`src/rtl/hdu_pkg.sv`:
```
// Shared definitions for the hazard-detection-unit bank scheduler:
// lane count, scheduler state and the bank-select helper.
package hdu_pkg;

    localparam int PORTS = 8;

    typedef enum logic {
        IDLE  = 1'b0,
        DRAIN = 1'b1
    } state_t;

    // The bank is the low bank_w bits of the address.
    function automatic logic [31:0] bank_of(input logic [31:0] addr, input int bank_w);
        return addr & ((32'd1 << bank_w) - 32'd1);
    endfunction

endpackage

```
`src/rtl/hdu_bank_grant.sv`:
```
// Combinational rotating-priority grant: at most one pending lane per bank,
// scanning lanes rr, rr+1, ... so the first pending lane is always granted.
module hdu_bank_grant
    import hdu_pkg::*;
#(
    parameter int ADDR_W = 16,
    parameter int BANK_W = 5
) (
    input  logic [PORTS*ADDR_W-1:0] addr,
    input  logic [PORTS-1:0]        pending,
    input  logic [2:0]              rr,
    output logic [PORTS-1:0]        grant
);

    logic [31:0] bank [PORTS];
    logic [2:0]  idx;
    logic        blocked;

    always_comb begin
        for (int i = 0; i < PORTS; i++) begin
            bank[i] = bank_of(32'(addr[i*ADDR_W +: ADDR_W]), BANK_W);
        end
    end

    always_comb begin
        grant   = '0;
        idx     = '0;
        blocked = 1'b0;
        for (int k = 0; k < PORTS; k++) begin
            idx     = rr + 3'(k);
            blocked = 1'b0;
            // A lane loses only to an earlier-scanned lane already holding its bank.
            for (int m = 0; m < PORTS; m++) begin
                if (grant[m] && (bank[m] == bank[idx])) begin
                    blocked = 1'b1;
                end
            end
            if (pending[idx] && !blocked) begin
                grant[idx] = 1'b1;
            end
        end
    end

endmodule

```
`src/rtl/hdu_bank_scheduler.sv`:
```
// Batch front end for the banked hazard unit: issues up to 8 lane addresses
// over as many cycles as bank conflicts require, freezing while stalled.
module hdu_bank_scheduler #(
    parameter int ADDR_W = 16,
    parameter int BANK_W = 5,
    parameter int PORTS  = hdu_pkg::PORTS,
    parameter int CNT_W  = 32
) (
    input  logic                    clk,
    input  logic                    rst,
    input  logic                    in_valid,
    output logic                    in_ready,
    input  logic [PORTS*ADDR_W-1:0] in_addr,
    input  logic [PORTS-1:0]        in_mask,
    input  logic                    hdu_stall,
    output logic [PORTS*ADDR_W-1:0] out_raddr,
    output logic [PORTS-1:0]        out_rvalid,
    output logic                    batch_done,
    output logic [CNT_W-1:0]        conflict_cnt,
    output logic [CNT_W-1:0]        stall_cnt
);

    import hdu_pkg::state_t;
    import hdu_pkg::IDLE;
    import hdu_pkg::DRAIN;

    if (PORTS != 8) begin : g_ports_check
        $error("hdu_bank_scheduler supports exactly 8 lanes");
    end

    state_t                  state;
    logic [PORTS*ADDR_W-1:0] addr_q;
    logic [PORTS-1:0]        pending;
    logic [PORTS-1:0]        grant;
    logic [PORTS-1:0]        remain;
    logic [2:0]              rr;

    hdu_bank_grant #(
        .ADDR_W (ADDR_W),
        .BANK_W (BANK_W)
    ) u_grant (
        .addr    (addr_q),
        .pending (pending),
        .rr      (rr),
        .grant   (grant)
    );

    assign remain   = pending & ~grant;
    assign in_ready = (state == IDLE);

    // Handshake: a batch is taken on any edge where in_valid && in_ready.
    always_ff @(posedge clk) begin
        if (rst) begin
            state        <= IDLE;
            addr_q       <= '0;
            pending      <= '0;
            rr           <= '0;
            out_rvalid   <= '0;
            out_raddr    <= '0;
            batch_done   <= 1'b0;
            conflict_cnt <= '0;
            stall_cnt    <= '0;
        end else begin
            batch_done <= 1'b0;
            case (state)
                IDLE: begin
                    out_rvalid <= '0;
                    if (in_valid) begin
                        addr_q  <= in_addr;
                        pending <= in_mask;
                        if (in_mask != '0) begin
                            state <= DRAIN;
                        end else begin
                            batch_done <= 1'b1;
                        end
                    end
                end
                DRAIN: begin
                    if (hdu_stall) begin
                        // Frozen: address bus keeps its last value, only valid drops.
                        out_rvalid <= '0;
                        if (stall_cnt != '1) begin
                            stall_cnt <= stall_cnt + CNT_W'(1);
                        end
                    end else begin
                        out_rvalid <= grant;
                        for (int j = 0; j < PORTS; j++) begin
                            out_raddr[j*ADDR_W +: ADDR_W] <= grant[j] ? addr_q[j*ADDR_W +: ADDR_W] : '0;
                        end
                        pending <= remain;
                        rr      <= rr + 3'd1;
                        if (remain == '0) begin
                            batch_done <= 1'b1;
                            state      <= IDLE;
                        end else if (conflict_cnt != '1) begin
                            conflict_cnt <= conflict_cnt + CNT_W'(1);
                        end
                    end
                end
                default: state <= IDLE;
            endcase
        end
    end

endmodule

```
`config.mk`:
```
export PLATFORM = sky130hd
export DESIGN_NAME = hdu_bank_scheduler
export DESIGN_NICKNAME = d
export VERILOG_FILES = /design/src/rtl/hdu_pkg.sv /design/src/rtl/hdu_bank_grant.sv /design/src/rtl/hdu_bank_scheduler.sv
export SDC_FILE = /design/constraint.sdc
export NUM_CORES = 1
export LEC_CHECK = 0
export CAP_MARGIN = 10
export CORE_UTILIZATION = 30
export CTS_BUF_LIST = sky130_fd_sc_hd__clkbuf_2 sky130_fd_sc_hd__clkbuf_4 sky130_fd_sc_hd__clkbuf_8
export DETAILED_ROUTE_END_ITERATION = 12
export GPL_TIMING_DRIVEN = 1
export PLACE_DENSITY = 0.48
export SYNTH_ARGS = -nofsm -noshare
export SYNTH_HDL_FRONTEND = slang
export SYNTH_SLANG_ARGS = --single-unit
```
`constraint.sdc`:
```
create_clock -name clk -period 9.22 [get_ports clk]
set_clock_uncertainty 0.05 [all_clocks]
set_input_delay 1.383 -clock clk [delete_from_list [all_inputs] [get_ports clk]]
set_output_delay 1.383 -clock clk [all_outputs]
set_load 0.02 [all_outputs]
```
---- After elaboration in Yosys (flattened, before gate mapping) ----
Cells that the tools add are included.
storage, ports and cells
  register bits ........................... 341
  latch bits .............................. 0
  bits in writable memories ............... 0
  memory bits (read-only) ................. 0
  input port bits ......................... 140
  output and inout bits ................... 202
  logic and storage cells ................. 345
  memories ................................ 0
operators by class
  add/sub/neg operators ................... 9
  multiply operators ...................... 0
  div/mod/pow operators ................... 0
  order comparisons ....................... 23
  equal/unequal tests ..................... 60
  shift-type cells ........................ 0
  muxes and demuxes ....................... 140
  bitwise logic cells ..................... 19
  reductions and logical operators ........ 85
operators with widths
  cell                                                                                 count
  5-bit by 32-bit == test with 1-bit output                                            56
  32-bit binary-select mux with 3-bit select                                           7
  32-bit 2-to-1 mux                                                                    14
  16-bit 2-to-1 mux                                                                    8
  8-bit 2-to-1 mux                                                                     11
  1-bit 2-to-1 mux                                                                     80
  1-bit logical AND                                                                    71
  32-bit by 1-bit adder with 32-bit output, second input constant                      2
  32-bit inequality test, second input constant                                        2
  8-bit OR                                                                             7
  3-bit by 4-bit less-than comparator with 1-bit output, second input constant         8
  8-bit one-hot mux with 2 select lines                                                2
  4-bit greater-or-equal comparator, second input constant                             7
  3-bit NOT with 4-bit output                                                          7
  1-bit binary-select mux with 3-bit select                                            8
  1-bit demux with 3-bit select                                                        8
  3-bit by 1-bit greater-or-equal comparator with 1-bit output, second input constant  8
  3-bit adder, second input constant                                                   4
  8-bit bitwise AND                                                                    1
  8-bit zero test                                                                      1
  8-bit NOT                                                                            1
  8-bit nonzero test                                                                   1
  1-bit zero test                                                                      7
  3-bit by 2-bit adder with 3-bit output, second input constant                        2
  7 further kinds                                                                      13

---- Logic depth before layout (Yosys ltp) ----
  depth after elaboration ................. 96
  depth in mapped cells ................... 32
  gate-level depth less buffers ........... 20

---- By module ----
From an unflattened synthesis, not the netlist that was laid out.
unflattened totals
  cell total of the unflattened synthesis .. 2452
  area total of the unflattened synthesis .. 20657.3 um2
modules (own cells, without submodules)
  module              instances  cells each  area an instance (um2)  sequential area each (um2)
  hdu_bank_scheduler  1          1320        12172.9                 6826.5
  hdu_bank_grant      1          1132        8484.4                  0.0

---- Worst setup path before layout ----
Ideal clock, no wire load.
  kind .................................... flip-flop to flip-flop
  start ................................... register rr[0]
  end ..................................... register conflict_cnt[22]
  arrival ................................. 6.842 ns
  required time ........................... 9.047 ns
  path slack .............................. 2.205 ns
  stages on the path, launching flop included .. 29
  buffers on the path ..................... 8
  clock period less this slack ............ 7.015 ns
  path through ............................ dfxtp_1 buf_6 inv_2 buf_2 buf_2 buf_2 buf_2 ha_1 buf_4 mux2_2 or3_1 nand4_1 xnor2_1 nor3_1 nand4_1 or3b_1 buf_2 o41ai_1 o211a_2 a211oi_4 a2111oi_4 a211oi_1 o41a_1 or4_1 o2bb2ai_1 nor4_4 buf_4 nor3_1 mux2_1
on the way
  elaborated cells between the ends (all ways) .. 293
  those cells by class .................... add/sub (7); order compare (16); eq/ne (56); mux (117); bitwise (17); reduce/logical (80)
RTL lines
  element                                               line                      RTL
  start, declared                                       hdu_bank_scheduler.sv:36  logic [2:0] rr;
  start signal, assigned                                hdu_bank_scheduler.sv:91  rr <= rr + 3'd1;
  3-bit adder *                                         hdu_bank_grant.sv:30      idx = rr + 3'(k);
  named net u_grant.idx[0]                              hdu_bank_grant.sv:16      logic [2:0] idx;
  3-bit NOT with 4-bit output (implied by the code)     hdu_bank_grant.sv:34      if (grant[m] && (bank[m] == bank[idx])) begin
  32-bit binary-select mux with 3-bit select            hdu_bank_grant.sv:34
  32-bit 2-to-1 mux (implied by the code) (2 in a row)  hdu_bank_grant.sv:34
  5-bit by 32-bit == test with 1-bit output             hdu_bank_grant.sv:34
  1-bit logical AND                                     hdu_bank_grant.sv:34
  1-bit 2-to-1 mux (8 in a row)                         hdu_bank_grant.sv:34
  1-bit zero test                                       hdu_bank_grant.sv:38      if (pending[idx] && !blocked) begin
  1-bit logical AND                                     hdu_bank_grant.sv:38
  8-bit 2-to-1 mux *                                    hdu_bank_grant.sv:38
  8-bit NOT *                                           hdu_bank_scheduler.sv:48  assign remain = pending & ~grant;
  8-bit bitwise AND *                                   hdu_bank_scheduler.sv:48
  8-bit zero test *                                     hdu_bank_scheduler.sv:92  if (remain == '0) begin
  1-bit NOT (no line) *                                 --
  4-bit AND reduction (no line) *                       --
  end signal, assigned                                  hdu_bank_scheduler.sv:96  conflict_cnt <= conflict_cnt + CNT_W'(1);
  end, declared                                         hdu_bank_scheduler.sv:19  output logic [CNT_W-1:0] conflict_cnt,
The timed path passes the listed nets; every way through them passes the cells marked *. The select of a mux whose other input is x is not followed.
A chain may end at the register's enable or synchronous reset.

---- Final worst setup path ----
  start ................................... register rr[0]
  end ..................................... register conflict_cnt[10]
on the way
  longest elaborated chain between the ends .. 95
  elaborated cells between the ends (all ways) .. 293
  those cells by class .................... add/sub (7); order compare (16); eq/ne (56); mux (117); bitwise (17); reduce/logical (80)
ends and longest elaborated chain
  element                                               line
  3-bit by 1-bit adder with 3-bit output                hdu_bank_grant.sv:30
  3-bit NOT with 4-bit output (implied by the code)     hdu_bank_grant.sv:34
  32-bit binary-select mux with 3-bit select            hdu_bank_grant.sv:34
  32-bit 2-to-1 mux (implied by the code) (2 in a row)  hdu_bank_grant.sv:34
  5-bit by 32-bit == test with 1-bit output             hdu_bank_grant.sv:34
  1-bit logical AND                                     hdu_bank_grant.sv:34
  1-bit 2-to-1 mux (8 in a row)                         hdu_bank_grant.sv:34
  1-bit zero test                                       hdu_bank_grant.sv:38
  (+71 left out)                                        --
  1-bit zero test                                       hdu_bank_grant.sv:38
  1-bit logical AND                                     hdu_bank_grant.sv:38
  8-bit 2-to-1 mux *                                    hdu_bank_grant.sv:38
  8-bit NOT *                                           hdu_bank_scheduler.sv:48
  8-bit bitwise AND *                                   hdu_bank_scheduler.sv:48
  8-bit zero test *                                     hdu_bank_scheduler.sv:92
  1-bit NOT (no line) *                                 --
  4-bit AND reduction (no line) *                       --
Every way passes the cells marked *; elsewhere a longest branch is shown, timed or not. The select of a mux whose other input is x is not followed.

==> flow_metrics.env <==
export IMPL_synthTopCellsByArea="dfxtp_1 (31%), nand2_1 (8.7%), xor2_1 (7.4%)"
export IMPL_gr_total_overflow=0
export IMPL_cts_buffer_depth=3
export IMPL_startpoint="rr[0]"
export IMPL_async_flop_share=0
export IMPL_critPathCaptureType="flip-flop"
export IMPL_tightest_slew_ns=1.25
export IMPL_fin_ws_ns=1.03
export IMPL_yosysWarnings=0
export IMPL_dieArea_um2=73400
export IMPL_setup_viol=0
export IMPL_die_h_um=271
export IMPL_ff2ff_path_depth=19
export IMPL_fin_crit_ns=8.19
export IMPL_crit_arrival_ns=8.66
export IMPL_vias=22400
export IMPL_finalHoldViolCount=0
export IMPL_postRouteWirelength_mm=98.5
export IMPL_fp_row_count=98
export IMPL_max_freq_mhz=122
export IMPL_holdWs_ns=0.394
export IMPL_startpoint_type="flip-flop"
export IMPL_ctsRootBufferMaster="clkbuf_8"
export IMPL_status="finished, final reports clean"
export IMPL_drt_iter0_drc=1944
export IMPL_peakVddDrop_v=0.0000973
export IMPL_yosysSeqAreaShare=0.315
export IMPL_ys_ff_latch=341
export IMPL_critPathCapture="conflict_cnt[10]"
export IMPL_viasPerCell=5.59
export IMPL_top_layer_used="met5"
export IMPL_synth_edff_count=0
export IMPL_cp_top_family="compound AO/OA/AOI/OAI gates"
export IMPL_core_area_um2=71500
export IMPL_clk_pin_slew_ns=0.07
export IMPL_drc=0
export IMPL_critical_path_depth=19
export IMPL_crit_type="flip-flop to flip-flop"
export IMPL_ant_nets=0
export IMPL_synth_fp_nets=2912
export IMPL_syn_inst=2764
export IMPL_cp_slowest_stage_delay_ns=0.95
export IMPL_port_buffers=341
export IMPL_synth_largest_area_cell="dfxtp_1"
export IMPL_ctsHoldBuffers=0
export IMPL_cts_setup_buffers=0
export IMPL_critPathSlowestCell="o211ai_1"
export IMPL_firstDrtPassIters=8
export IMPL_nFillCells=7402
export IMPL_clk_latency_ns=0.66
export IMPL_cap_violations=0
export IMPL_reg2reg_slack_ns=1.03
export IMPL_ys_flop_type="dfxtp_1"
export IMPL_cts_tree="yes"
export IMPL_area_growth_synth_to_final_pct=25.7
export IMPL_utilization=0.382
export IMPL_grt_pass1_vias=21400
export IMPL_pin_count=342
export IMPL_yosysUniqueCellTypes=93
export IMPL_avgSynthCellArea_um2=7.85
export IMPL_reg2reg_from="rr[0]"
export IMPL_p_leak_nw=9.15
export IMPL_cts_made_buffers=56
export IMPL_hpwl_mm=69.5
export IMPL_gp_congestion=0.957
export IMPL_cp_required_ns=9.69
export IMPL_period_share=0.888
export IMPL_wl_met1_mm=40.8
export IMPL_finalSetupTns_ns=0
export IMPL_antenna_found_initial=11
export IMPL_reg2reg_to="conflict_cnt[10]"
export IMPL_h_tree_depth=2
export IMPL_post_place_ws_ns=1.15
export IMPL_clock_sinks=341
export IMPL_grt_pass1_wl_mm=144
export IMPL_drive_gt1_frac=0.0946
export IMPL_crit_chain="buf_4 -> buf_4 -> mux4_2 -> mux2i_4 -> xor2_1 -> o311ai_0 -> o211ai_1 -> o41ai_1 -> o211ai_2 -> nor3_1 -> a2111oi_4 -> o2111ai_1 -> o41a_1 -> or4_1 -> o2bb2ai_1 -> nor4_4 -> buf_12 -> nor3_1 -> mux2_1"
export IMPL_hold_path_class="flip-flop to flip-flop"
export IMPL_p_per_area_nw_per_um2=160
export IMPL_cp_max_fo=57
export IMPL_dr_wl_met3_mm=8.38
export IMPL_nNetsFinal=3145
export IMPL_wl_met2_mm=45.4
export IMPL_grt_usage=0.257
export IMPL_netlist_area_um2=21700
export IMPL_die_x_um=271
export IMPL_cts_resized_gates=0
export IMPL_grt_max_degree=173
export IMPL_slew_violations=0
export IMPL_floorplan_initialDensity=0.304
export IMPL_wl_per_cell_um=24.6
export IMPL_rsz0062_at_grt="false"
export IMPL_synth_top_area_share=0.315
export IMPL_cp_num_buf_inv=3
export IMPL_slew_headroom=0.143
[routing by layer]
metal | GRT usage | vias to the layer above
li1 | - | 10200
met1 | 0.328 | 10900
met2 | 0.413 | 978
met3 | 0.0622 | 251
met4 | 0.102 | 12
met5 | 0 | -
[stage by stage]
step	cells	area (um2)	total power, W
global placement	3885	25900	0.00288
floorplan	2764	21700	0.00241
finish	4000	27300	0.00437
CTS	3993	27300	0.00439
detailed placement	3889	26000	0.00288
global route	3997	27300	0.00456
[tightest hold or removal path, stage by stage, from the launching register on]
cell	delay [ns]
dfxtp_1	0.31
nand3_1	0.06
a21oi_1	0.06
[where the power goes]
| part | switching (W) | total (W) | internal [W] |
|---|---|---|---|
| Clock | 0.000649 | 0.00149 | 0.000840 |
| Combinational | 0.000845 | 0.00129 | 0.000450 |
| Sequential | 0.0000682 | 0.00159 | 0.00152 |
| Total | 0.00156 | 0.00437 | 0.00281 |
[state kept, by name, summed over array words and instances, names as in the netlist]
name,flops
pending,8
conflict_cnt,32
rr,3
out_rvalid,8
stall_cnt,32
state,1
out_raddr,128
batch_done,1
addr_q,128
[final cells by class]
type,count,area (um2),area share
well taps,950,1190,0.0436
inverters,26,97.6,0.00358
flip-flops and latches,341,6830,0.251
multi-input cells,2149,13800,0.506
clock inverters,10,90.1,0.00330
clock buffers,94,1190,0.0435
repair buffers,423,4060,0.149
diodes,7,17.5,0.000642
[Yosys cell counts (25+ instances only)]
| master | count |
|---|---|
| inv_1 | 25 |
| buf_1 | 45 |
| nor2_1 | 118 |
| nand2_1 | 505 |
| nor3_1 | 80 |
| xnor2_1 | 132 |
| nand4_1 | 30 |
| buf_2 | 31 |
| dfxtp_1 | 341 |
| mux4_2 | 39 |
| o21ai_0 | 38 |
| a21oi_1 | 311 |
| nor2b_1 | 25 |
| mux2i_1 | 79 |
| clkbuf_1 | 150 |
| xor2_1 | 183 |
| nand3_1 | 228 |
[cells in the final DEF, fill, tap and decap left out, types with 30 or more instances in the layout]
cell type          n
nand2_1          504
clkdlybuf4s50_1  340
dfxtp_1          338
a21oi_1          311
nand3_1          228
xor2_1           183
xnor2_1          132
nor2_1           117
nor3_1            80
buf_4             80
mux2i_1           79
clkbuf_8          77
mux4_2            39
o21ai_0           38
nand4_1           30
[cells by family (layout without fill, tap and decap cells)]
family / count (synthesis) / count (layout) / synth area share
compound gates: 566 / 566 / 0.164
mux: 147 / 147 / 0.0952
fa+ha+maj: 8 / 8 / 0.00461
simple gates: 1109 / 1109 / 0.236
xor+xnor: 319 / 319 / 0.131
flops: 341 / 341 / 0.315
buf+inv: 274 / 553 / 0.0540
other cells: 0 / 7 / 0
[worst min-delay path by stage]
stage,from,end,cells past startpoint
finish,addr_q[15],out_raddr[15],2
global route,addr_q[123],addr_q[123],2
CTS,out_raddr[54],out_raddr[54],2
detailed placement,out_raddr[118],out_raddr[118],2
global placement,out_raddr[19],out_raddr[19],2
floorplan,addr_q[101],addr_q[101],2
Power figures use the tool's default switching activity.
